`src/rtl/eep_pkg.sv`:
```
// Shared types and constants for the SPI calibration-EEPROM responder.
package eep_pkg;

  typedef enum logic [1:0] {
    WAIT_IDLE,
    IDLE,
    SHIFT,
    DECODE
  } eep_state_t;

  localparam logic [1:0] EEP_OP_RD      = 2'b00;
  localparam logic [1:0] EEP_OP_WR      = 2'b01;
  localparam int         EEP_FRAME_BITS = 16;

endpackage

```
`src/rtl/spi_edge_sync.sv`:
```
// Multi-flop synchronizer for an asynchronous input with rise/fall strobes on the synchronized level.
module spi_edge_sync #(
  parameter int STAGES = 2
) (
  input  logic clk,
  input  logic rst,
  input  logic din,
  output logic rise,
  output logic fall
);

  logic [STAGES-1:0] chain;
  logic              prev;

  // Chain resets low so a line already low at reset never produces a spurious fall.
  always_ff @(posedge clk) begin
    if (rst) begin
      chain <= '0;
      prev  <= 1'b0;
    end else begin
      chain <= {chain[STAGES-2:0], din};
      prev  <= chain[STAGES-1];
    end
  end

  assign rise = chain[STAGES-1] & ~prev;
  assign fall = ~chain[STAGES-1] & prev;

endmodule

```
`src/rtl/spi_eep_resp.sv`:
```
// SPI mode-0 responder emulating a 64x8 calibration EEPROM with 16-bit read/write frames.
// Optional write protection input wp is enabled by defining EEP_WRITE_PROTECT_EN.
module spi_eep_resp
  import eep_pkg::*;
#(
  parameter int ADDR_W      = 6,
  parameter int FRAME_BITS  = EEP_FRAME_BITS,
  parameter int SYNC_STAGES = 2
) (
  input  logic clk,
  input  logic rst,
  input  logic SCLK,
  input  logic SS_n,
  input  logic MOSI,
`ifdef EEP_WRITE_PROTECT_EN
  input  logic wp,
`endif
  output logic MISO,
  output logic wr_pulse,
  output logic frm_err
);

  localparam int              DEPTH    = 1 << ADDR_W;
  localparam int              CW       = $clog2(FRAME_BITS + 2);
  localparam logic [CW-1:0]   CNT_FULL = CW'(FRAME_BITS);
  localparam logic [CW-1:0]   CNT_SAT  = CW'(FRAME_BITS + 1);

  eep_state_t              state, state_nxt;
  logic [SYNC_STAGES-1:0]  mosi_sync;
  logic                    mosi_s;
  logic                    sclk_rise, sclk_fall, ss_rise, ss_fall;
  logic [15:0]             rx_shift, tx_shift;
  logic [CW-1:0]           bit_cnt;
  logic                    pend;
  logic [7:0]              mem [DEPTH];
  logic [1:0]              op;
  logic [ADDR_W-1:0]       addr;
  logic                    do_write, rd_load;

  spi_edge_sync #(.STAGES(SYNC_STAGES)) u_sclk_sync (
    .clk (clk),
    .rst (rst),
    .din (SCLK),
    .rise(sclk_rise),
    .fall(sclk_fall)
  );

  spi_edge_sync #(.STAGES(SYNC_STAGES)) u_ss_sync (
    .clk (clk),
    .rst (rst),
    .din (SS_n),
    .rise(ss_rise),
    .fall(ss_fall)
  );

  always_ff @(posedge clk) begin
    if (rst) mosi_sync <= '0;
    else     mosi_sync <= {mosi_sync[SYNC_STAGES-2:0], MOSI};
  end

  assign mosi_s = mosi_sync[SYNC_STAGES-1];
  assign op     = rx_shift[15:14];
  assign addr   = rx_shift[8 +: ADDR_W];
  assign MISO   = (state == SHIFT) & tx_shift[15];

  always_ff @(posedge clk) begin
    if (rst) state <= WAIT_IDLE;
    else     state <= state_nxt;
  end

  always_comb begin
    state_nxt = state;
    wr_pulse  = 1'b0;
    frm_err   = 1'b0;
    do_write  = 1'b0;
    rd_load   = 1'b0;
    case (state)
      WAIT_IDLE: if (ss_rise) state_nxt = IDLE;
      IDLE:      if (ss_fall || pend) state_nxt = SHIFT;
      SHIFT:     if (ss_rise) state_nxt = DECODE;
      DECODE: begin
        state_nxt = IDLE;
        if (bit_cnt != CNT_FULL) begin
          frm_err = 1'b1;
        end else if (op == EEP_OP_WR) begin
`ifdef EEP_WRITE_PROTECT_EN
          if (wp) begin
            frm_err = 1'b1;
          end else begin
            wr_pulse = 1'b1;
            do_write = 1'b1;
          end
`else
          wr_pulse = 1'b1;
          do_write = 1'b1;
`endif
        end else if (op == EEP_OP_RD) begin
          rd_load = 1'b1;
        end else begin
          frm_err = 1'b1;
        end
      end
      default: state_nxt = WAIT_IDLE;
    endcase
  end

  // A select fall seen during DECODE is remembered so back-to-back frames are not lost.
  always_ff @(posedge clk) begin
    if (rst) begin
      rx_shift <= '0;
      tx_shift <= '0;
      bit_cnt  <= '0;
      pend     <= 1'b0;
      for (int i = 0; i < DEPTH; i++) mem[i] <= 8'h00;
    end else begin
      case (state)
        WAIT_IDLE: pend <= 1'b0;
        IDLE: begin
          if (ss_fall || pend) begin
            bit_cnt <= '0;
            pend    <= 1'b0;
          end
        end
        SHIFT: begin
          if (sclk_rise) begin
            rx_shift <= {rx_shift[14:0], mosi_s};
            if (bit_cnt != CNT_SAT) bit_cnt <= bit_cnt + 1'b1;
          end
          if (sclk_fall) tx_shift <= {tx_shift[14:0], 1'b0};
        end
        DECODE: begin
          if (ss_fall) pend <= 1'b1;
          if (do_write) mem[addr] <= rx_shift[7:0];
          tx_shift <= rd_load ? {8'h00, mem[addr]} : 16'h0000;
        end
        default: ;
      endcase
    end
  end

endmodule

```
`config.mk`:
```
export PLATFORM = sky130hd
export DESIGN_NAME = spi_eep_resp
export DESIGN_NICKNAME = d
export VERILOG_FILES = /design/src/rtl/eep_pkg.sv /design/src/rtl/spi_edge_sync.sv /design/src/rtl/spi_eep_resp.sv
export SDC_FILE = /design/constraint.sdc
export NUM_CORES = 1
export LEC_CHECK = 0
export CAP_MARGIN = 20
export CORE_MARGIN = 4
export CORE_UTILIZATION = 40
export CTS_BUF_LIST = sky130_fd_sc_hd__clkbuf_2 sky130_fd_sc_hd__clkbuf_4 sky130_fd_sc_hd__clkbuf_8
export DETAILED_ROUTE_END_ITERATION = 10
export SETUP_SLACK_MARGIN = 0.1
export SLEW_MARGIN = 20
export SYNTH_ARGS = -nofsm -noshare
export SYNTH_HDL_FRONTEND = slang
export SYNTH_SLANG_ARGS = --single-unit
```
`constraint.sdc`:
```
create_clock -name clk -period 6.6 [get_ports clk]
set_input_delay 0.66 -clock clk [delete_from_list [all_inputs] [get_ports clk]]
set_output_delay 0.66 -clock clk [all_outputs]
set_load 0.02 [all_outputs]
```
==> results.md, run 1 <==
- H-tree depth: 3
- Die X: 262.2 microns
- Synthesized flop and latch total: roughly 570
- Synth warn: 0
- Worst slew pin tran: 1097 ps
- Sink Count: approximately 570
- Pleak: 9.735 nW
- Share of layout cells above drive strength 1: 21.07%
- Drt pass-1 iters: 6
- CP delay by family, top: simple AND/OR/NAND/NOR gates
- Tot Pwr: ~0.0073 W
- Filler cell count: 5636
- Core area: 63540 sq um
- Final TNS setup: 0 ps
- Syn Std Cell Area: 25840 sq um
- Minimum clock period: between 3000 and 4000 ps
- Hold Fails Final Rpt: 0
- Post-DP HPWL: 38040 microns
- IO Port Bufs: 7
- Via count: 14330
- Multi-input gate area: just under 9000 sq um
- CP startpoint kind: flop
- Crit-path slowest cell: clkdlybuf4s50_1
- Wire length per cell: ~23 microns
- Die Footprint: 68720 sq um
- IR drop worst, VDD: approximately 0.16 mV
- Slew Viols, Final: 0
- P&R area growth vs syn: 9.806%
- CTS root buffer: clkbuf_8
- Placed Area: between 20000 and 30000 sq um
- Initial cell density of the core: 40.66%
- Clk slew on worst S/H paths: 60 ps
- Reg2reg setup slack: ~3400 ps
- Die height: 262.2 microns
- # rows: 92
- First-pass GRT wire length: 93470 microns
- Net count after synthesis: approximately 1800
- Status: complete, no violations
- Largest family of logic cells by synthesized area: simple AND/OR/NAND/NOR gates
- FF+latch area: about 16000 sq um
- CP Max Fanout: 7
- Max Cap Viol: 0
- DR DRC count: 0
- Initial antenna violation count: 2
- Setup Crit Path Kind: reg2out
- CTS buffer count: 93
- Number of synthesized flops with an enable pin: 512
- Fin crit share: 49.61%
- Mapped Avg Cell Area: 14.61 sq um
- Worst relative slew slack: between 20% and 30%
- Final setup vio count: 0
- RePlAce Congestion: 0.7985
- Via/cell ratio: 5.350
- PwrDens: 257.1 nW/um^2
- Ports: 8
- Post-synthesis mux area share: about an eighth
- R2R Path End: tx_shift[7]
- Setup crit end: wr_pulse
- Buffers and inverters on the worst path: 1
- Hold_buf cts: 0
- Critical path origin: state[0]
- Largest net degree at the start of global routing: 75
- Async set-reset flop share out of synthesis: 0%
- # Post-CTS Setup Buffers: 0
- Min-Delay Path Class: reg2reg
- CTS max path bufs: 3
- Number of global-route vias before repair: 14680
- Tot GR Track Use: a little under a fifth
- Yosys cell types: 55
- Routed WL: 62010 microns
- Worst setup EP type: primary output
- Worst Path Required: 5940 ps
- XOR/XNOR Fraction of Synth Area: 0.1356%
- # resized after CTS: 0
- Post-synthesis simple-gate area fraction: 18.10%
- 1st-iter DRT viols: approximately 1300
- Antenna-violating nets left: 0
- Worst Reg2Reg Path Length in Cells: 6
- FMAX: 305.4 MHz
- CTS tree: done
- Layout Nets: 1773
- Adder-Cell Fraction of Synth Area: 0.3874%
- Post-Layout Inst Area: 28370 sq um
- Critical path depth in cells: 4
- Worst clock skew: 28.30 ps
- Synth Area in Compound Gates: about 2.3%
- Worst Path Arrival: 2610 ps
- Final hold slack: 436.0 ps
- Crit-path cells: ha_1 -> and4_1 -> and2_1 -> clkdlybuf4s50_1
- Max stage delay on crit path: 610 ps
- GRT overflow: 0
- RSZ-0062 raised after global routing: false
- Worst-Skew Late Latency: 690 ps
- Top_reg_cell synth: edfxtp_1
- Syn Inst Count: 1769
- Sequential fraction of the synthesis area: a little under two thirds
## cell type report
class	instances	share of cell area, %
multi-input cells	1065	30.95
flip-flops and latches	566	58.08
clock inverters	36	0.7806
repair buffers	22	0.6792
well taps	846	3.731
clock buffers	131	5.605
diodes	1	0.008820
inverters	12	0.1588
## how the worst min path moves through the flow
| stage | start | to | slack [ps] | depth (start not counted) |
|---|---|---|---|---|
| floorplan | mosi_sync[0] | mosi_sync[1] | 410 | 1 |
| global placement | u_ss_sync.chain[0] | u_ss_sync.chain[1] | 430 | 1 |
| detailed placement | u_ss_sync.chain[0] | u_ss_sync.chain[1] | 430 | 1 |
| CTS | rst | state[1] | 410 | 2 |
| global route | rst | tx_shift[11] | 440 | 2 |
| finish | u_ss_sync.chain[0] | u_ss_sync.chain[1] | 440 | 1 |
## power breakdown
part	switching, W	internal, W
sequential	0.0000427	0.00401
clock	0.00139	0.00163
combinational	0.000143	0.0000822
total	0.00158	0.00572
## metrics by stage
step	cells	setup WS, ps	utilization, %
2_1_floorplan	1769	4372	-
3_3_place_gp	2511	3440	41.79
3_5_place_dp	2511	3401	41.79
4_1_cts	2678	3237	44.64
5_1_grt	2679	3180	44.65
6_report	2679	3325	44.65
## logic make-up after synthesis
kind of cell | after synthesis
simple gates | 797
flops | 566
mux | 172
buf+inv | 138
compound gates | 84
fa+ha+maj | 8
xor+xnor | 4
## state kept, by name, indices dropped and copies added, names as in the netlist, named ones only
| register | count |
|---|---|
| mem | 512 |
| rx_shift | 16 |
| tx_shift | 16 |
| bit_cnt | 5 |
| mosi_sync | 2 |
| state | 2 |
| u_sclk_sync.chain | 2 |
| u_ss_sync.chain | 2 |
| pend | 1 |
| u_sclk_sync.prev | 1 |
| u_ss_sync.prev | 1 |
## synth_stat cells (2+ instances only)
library cell | n | area share [%]
ha_1 | 8 | 0.39
dfxtp_1 | 54 | 4.2
a211oi_1 | 5 | 0.15
nor2b_1 | 16 | 0.39
buf_1 | 9 | 0.13
a22oi_1 | 40 | 1.2
a21oi_1 | 20 | 0.39
o22a_1 | 5 | 0.17
or4_1 | 2 | 0.058
buf_4 | 5 | 0.15
buf_6 | 2 | 0.087
mux2_2 | 7 | 0.31
nand4_1 | 5 | 0.12
nand2b_1 | 7 | 0.17
edfxtp_1 | 512 | 60
nand3_1 | 29 | 0.56
xor2_1 | 3 | 0.10
and2_1 | 518 | 13
mux2i_1 | 33 | 1.3
or3_1 | 4 | 0.097
buf_2 | 17 | 0.33
nand2_1 | 41 | 0.60
nor2_1 | 89 | 1.3
nand3b_1 | 8 | 0.23
buf_8 | 2 | 0.12
mux4_2 | 132 | 12
o21ai_0 | 4 | 0.077
clkbuf_1 | 89 | 1.3
or2_2 | 64 | 1.5
nor3b_1 | 2 | 0.058
nand4b_1 | 2 | 0.068
nor4bb_1 | 2 | 0.077
inv_1 | 11 | 0.16
## placed cells by master, fill, tap and decap left out, types with 4 or more instances in the layout
cell type	netlist	layout
a211oi_1	5	5
a21oi_1	20	20
a22oi_1	40	40
and2_1	518	518
buf_4	5	15
clkbuf_4	0	34
clkbuf_8	0	97
clkdlybuf4s50_1	0	6
clkinv_1	1	19
clkinv_2	0	11
clkinvlp_4	0	4
dfxtp_1	54	42
dfxtp_2	0	9
edfxtp_1	512	512
ha_1	8	8
inv_1	11	11
mux2_2	7	7
mux2i_1	33	33
mux4_2	132	132
nand2_1	41	41
nand2b_1	7	7
nand3_1	29	29
nand3b_1	8	8
nand4_1	5	5
nor2_1	89	88
nor2b_1	16	16
o21ai_0	4	4
o22a_1	5	5
or2_2	64	64
or3_1	4	4
## metal layers
layer	global-route usage (%)	wire length (microns)	vias to the layer above
li1	-	-	6451
met4	5.296	1535	0
met2	29.34	29550	430
met1	25.57	27130	7350
met3	3.826	3793	102
met5	0	0	-
(Power assumes the default switching activity.)
==> run 2: changes to the inputs <==
==> constraint.sdc (replaced) <==
create_clock -name clk -period 3.2 [get_ports clk]
set_input_delay 0.32 -clock clk [delete_from_list [all_inputs] [get_ports clk]]
set_output_delay 0.32 -clock clk [all_outputs]
set_load 0.02 [all_outputs]
==> results.md, run 2 (synthesized netlist as in run 1, its figures left out) <==
- Die height: 262.2 microns (unchanged)
- Non-Filler Instances: 2764 (+3.2%)
- FMAX: between 300 and 400 MHz
- Largest net degree at the start of global routing: 88 (+17%)
- Min-Delay Endpoint: rx_shift[14]
- Max FFs per register: 512 (unchanged)
- Worst clock skew: 33.15 ps (+4.849 ps)
- CTS max path bufs: 3 (unchanged)
- Wire length per cell: 23.04 microns (-0.47%)
- Commonest non-fill, non-tap cell in the layout: and2_1
- Via/cell ratio: 5.270 (-1.5%)
- Antenna-violating nets left: 0 (unchanged)
- Final setup vio count: 0 (unchanged)
- IO Port Bufs: 7 (unchanged)
- First-pass GRT wire length: 97110 microns (+3.9%)
- Slew Viols, Final: 0 (unchanged)
- Hold Fails Final Rpt: 0 (unchanged)
- Minimum clock period: 2917 ps
- Initial antenna violation count: 1 (-1)
- R2R Path End: mem[60][2]
- Tot Pwr: 0.01559 W (+110%)
- P&R area growth vs syn: 13.03%
- CP Max Fanout: 7 (unchanged)
- Worst setup EP type: primary output
- Clk slew on worst S/H paths: 60 ps (about the same)
- Fin crit share: 91.15%
- Sink Count: 566 (unchanged)
- Hold_buf cts: 0 (unchanged)
- Die X: 262.2 microns (unchanged)
- Die Footprint: 68720 sq um (unchanged)
- Routed WL: 63670 microns (+2.7%)
- Worst Path Required: 2880 ps (-3060 ps)
- Top Registers: mem: 512 flops, rx_shift: 16 flops, tx_shift: 16 flops
- Filler cell count: 5575 (-1.1%)
- Status: complete, no violations
- Worst r2r src: state[0]
- PwrDens: 533.7 nW/um^2 (+110%)
- Max Cap Viol: 0 (unchanged)
- Ports: 8 (unchanged)
- Via count: 14570 (+1.6%)
- Core area: 63540 sq um (unchanged)
- Tot GR Track Use: 19.01% (+0.68 points)
- CTS tree: done
- # Post-CTS Setup Buffers: 0 (unchanged)
- Setup Crit Path Kind: reg2out
- Biggest register: mem
- Worst Hold Depth: 2 (+1)
- Number of global-route vias before repair: 15220 (+3.6%)
- CTS buffer count: 95 (+2.2%)
- Hold Startpoint: rst
- IR drop worst, VDD: 0.2869 mV (+75%)
- H-tree depth: 3 (unchanged)
- Share of layout cells above drive strength 1: 24.31% (+3.2 points)
- Min-Delay Path Class: in2reg
- Placed cell count: 2588 (+3.1%)
- Utilization after layout: 45.96% (+1.3 points)
- Final TNS setup: 0 ps (unchanged)
- CP startpoint kind: flop
- Final hold slack: 89.10 ps (-346.9 ps)
- Worst-Skew Late Latency: 690 ps (about the same)
- RSZ-0062 raised after global routing: false
- Layout Nets: 1852 (+4.5%)
- # resized after CTS: 0 (unchanged)
- Worst relative slew slack: 36.47% (+9.8 points)
- Worst Reg2Reg Path Length in Cells: 5 (-1)
- RePlAce Congestion: 0.8476 (+6.1%)
- GRT overflow: 0 (unchanged)
- Initial cell density of the core: 40.66% (unchanged)
- Pleak: 10.25 nW (+5.3%)
- CTS root buffer: clkbuf_8
- # rows: 92 (unchanged)
- Worst Path Arrival: 2600 ps (about the same)
- 1st-iter DRT viols: 1274 (-0.31%)
- Drt pass-1 iters: 7 (+1)
- DR DRC count: 0 (unchanged)
- Most frequent cells in the layout: 518 x and2_1, 512 x edfxtp_1, 132 x mux4_2
- Post-DP HPWL: 40320 microns (+6.0%)
- Reg2reg setup slack: 460 ps (-2920 ps)
- Worst slew pin tran: 951.7 ps (-145.7 ps)
[run 2: per-layer routing]
layer | routed length [microns] | global-route usage, %
met3 | 3997 | 3.951
met1 | 27810 | 26.37
met5 | 0 | 0
met2 | 30160 | 30.10
met4 | 1705 | 6.535
[run 2: how the worst max path moves through the flow]
stage / startpoint / endpoint / cells past startpoint
after floorplan: state[0] / mem[55][0] / 6
after global placement: state[0] / mem[58][1] / 5
after detailed placement: state[0] / mem[60][1] / 5
after CTS: state[0] / wr_pulse / 4
after global routing: state[0] / wr_pulse / 4
final: state[0] / wr_pulse / 4
[run 2: final cells by class]
cell class                 instances  area [sq um]  share of cell area, %
multi-input combinational       1065          8780                  30.06
inverter                          12         45.04                 0.1542
antenna                            1         2.502               0.008569
clock buffer                     138          1680                  5.754
tap                              846          1059                  3.625
sequential                       566         16490                  56.46
clock inverter                    37         316.6                  1.084
timing repair buffer              99         833.3                  2.853
[run 2: power by group]
part	switching (W)	internal [W]
Clock	0.00292	0.00385
Combinational	0.000302	0.000173
Sequential	0.0000887	0.00826
Total	0.00331	0.0123
[run 2: through the flow]
| stage | setup WS (ps) | cell area (sq um) |
|---|---|---|
| 6_report | 283.2 | 29200 |
| 2_1_floorplan | 1098 | 25840 |
| 3_5_place_dp | 401.6 | 27200 |
| 3_3_place_gp | 543.5 | 27200 |
| 4_1_cts | 231.6 | 29200 |
| 5_1_grt | 127.4 | 29200 |
[run 2: worst max-delay path, cell delays in order, from the launching register on]
cell,delay (ps)
dfxtp_1,410
ha_1,270
and4_1,440
and2_1,210
clkdlybuf4s50_1,610
==> run 3: changes to the inputs <==
--- a/config.mk
+++ b/config.mk
@@ -6,11 +6,12 @@
 export NUM_CORES = 1
 export LEC_CHECK = 0
 export CAP_MARGIN = 20
+export CORE_ASPECT_RATIO = 1.25
 export CORE_MARGIN = 4
 export CORE_UTILIZATION = 40
 export CTS_BUF_LIST = sky130_fd_sc_hd__clkbuf_2 sky130_fd_sc_hd__clkbuf_4 sky130_fd_sc_hd__clkbuf_8
 export DETAILED_ROUTE_END_ITERATION = 10
-export SETUP_SLACK_MARGIN = 0.1
+export SETUP_SLACK_MARGIN = 0.05
 export SLEW_MARGIN = 20
 export SYNTH_ARGS = -nofsm -noshare
 export SYNTH_HDL_FRONTEND = slang
==> results.md, run 3 (synthesized netlist as in run 1, its figures left out) <==
- Final hold slack: 211.4 ps (+122.3 ps)
- Busiest grt layer: met2
- Worst slew pin tran: 985.0 ps (+33.29 ps)
- Routed WL: 65250 microns (+2.5%)
- Post-DP HPWL: 40620 microns (+0.74%)
- Die height: 292.2 microns (+11%)
- Hold Startpoint: SCLK
- First-pass GRT wire length: 96920 microns (-0.20%)
- Largest net degree at the start of global routing: 104 (+18%)
- M1 GR Usage: 23.60% (-2.8 points)
- Met2 Track Usage GR: 32.19% (+2.1 points)
- Post-route setup slack: 304.0 ps (+20.80 ps)
- 1st-iter DRT viols: 1344 (+5.5%)
- Layout Nets: 1815 (-2.0%)
- Max FFs per register: 512 (unchanged)
- Hold Fails Final Rpt: 0 (unchanged)
- CTS root buffer: clkbuf_8
- Min-Delay Path Class: in2reg
- Sink Count: 566 (unchanged)
- Filler cell count: 5575 (unchanged)
- RSZ-0062 raised after global routing: false
- # rows: 103 (+12%)
- Utilization after layout: 45.35% (-0.61 points)
- Worst clock skew: 24.76 ps (-8.391 ps)
- Drt pass-1 iters: 5 (-2)
- Via/cell ratio: 5.354 (+1.6%)
- Die Footprint: 68750 sq um (about the same)
- Die X: 235.3 microns (-10%)
- Placed Area: 26980 sq um (-0.81%)
- Top Registers: mem: 512 flops, rx_shift: 16 flops, tx_shift: 16 flops
- Most frequent cells in the layout: 518 x and2_1, 512 x edfxtp_1, 132 x mux4_2
- CTS max path bufs: 3 (unchanged)
- IR drop worst, VDD: 0.3480 mV (+21%)
- Worst relative slew slack: 34.34% (-2.1 points)
- Status: complete, no violations
- Core area: 63530 sq um (about the same)
- Pleak: 9.993 nW (-2.5%)
- Final setup vio count: 0 (unchanged)
- RePlAce Congestion: 0.8349 (-1.5%)
- Post-Layout Inst Area: 28810 sq um (-1.3%)
- H-tree depth: 3 (unchanged)
- CTS tree: done
- Initial antenna violation count: 1 (unchanged)
- Max Cap Viol: 0 (unchanged)
- Tot GR Track Use: 18.83% (-0.18 points)
- PwrDens: 527.6 nW/um^2 (-1.1%)
- Worst Path Arrival: 2580 ps (-20 ps)
- CP Max Fanout: 7 (unchanged)
- Final TNS setup: 0 ps (unchanged)
- DR DRC count: 0 (unchanged)
- Worst Path Required: 2880 ps (about the same)
- Met3 usage: 2.484% (-1.5 points)
- Initial cell density of the core: 40.67% (about the same)
- Share of layout cells above drive strength 1: 22.72% (-1.6 points)
- Fin crit share: 90.50% (-0.65 points)
- Clk slew on worst S/H paths: 60 ps (about the same)
- Critical path origin: state[0]
- IO Port Bufs: 7 (unchanged)
- Biggest register: mem
- Via count: 14520 (-0.33%)
- Ports: 8 (unchanged)
- Minimum clock period: 2896 ps (-20.80 ps)
- P&R area growth vs syn: 11.51%
- FMAX: 345.3 MHz (+0.72%)
- Worst setup EP type: primary output
- Number of global-route vias before repair: 14950 (-1.8%)
- Slew Viols, Final: 0 (unchanged)
- Wire length per cell: 24.06 microns (+4.4%)
- Antenna-violating nets left: 0 (unchanged)
- GRT overflow: 0 (unchanged)
- Setup Crit Path Kind: reg2out
- Commonest non-fill, non-tap cell in the layout: and2_1
- Worst-Skew Late Latency: 670 ps (-20 ps)
- CTS buffer count: 85 (-11%)
- Pre-CTS setup slack: 445.5 ps (+43.83 ps)
- CP startpoint kind: flop
[run 3: changes by cell type in the layout (fill, tap and decap cells not counted), sizes merged]
cell	delta
buf	-28
bufinv	+2
clkbuf	-31
clkinv	+6
clkinvlp	+4
dlygate4sd3	+1
[run 3: metrics by stage]
step	std cells	total power [W]
after detailed placement	2554	0.008992
after CTS	2711	0.01533
after floorplan	1769	0.008797
final	2712	0.01520
after global routing	2712	0.01570
after global placement	2554	0.008971
[run 3: worst paths after layout]
| path | slack, ps | to | depth (start not counted) |
|---|---|---|---|
| max | 300 | wr_pulse | 4 |
| min | 210 | u_sclk_sync.chain[0] | 2 |
| max reg2reg | 460 | tx_shift[0] | 8 |
| min reg2reg | 450 | rx_shift[0] | 2 |
[run 3: power by group]
group / internal [W] / leakage [nW] / switching (W)
registers: 0.00825 / 5.73 / 0.000100
logic: 0.000175 / 3.32 / 0.000301
clock network: 0.00348 / 0.939 / 0.00290
total: 0.0119 / 9.99 / 0.00330
[run 3: metal layers]
layer | up-vias | part of all wire (%)
li1 | 6528 | -
met1 | 7362 | 40
met2 | 481 | 50
met3 | 148 | 4.9
met4 | 0 | 4.9
met5 | - | 0
[run 3: final cells by class]
cell class                 instances  area [sq um]  share of cell area [%]
antenna                            1         2.502                0.008685
clock buffer                     107          1366                   4.742
clock inverter                    49         447.9                   1.555
inverter                          12         45.04                  0.1563
multi-input combinational       1065          8780                   30.47
sequential                       566         16500                   57.26
tap                              840          1051                   3.648
timing repair buffer              72         620.6                   2.154
[run 3: worst max-delay path, cell delays in order, from the launching register on]
cell and delay, ps:
dfxtp_1 400, ha_1 270, and4_1 360, and2_1 230
clkdlybuf4s50_1 660
[run 3: what timing repair did]
action / in CTS / in global routing
resized for setup: 0 / 0
hold buffers: 1 / 0
endpoints found under the setup margin: 0 / 0
setup buffers: 0 / 0
endpoints found under the hold margin: 4 / 0
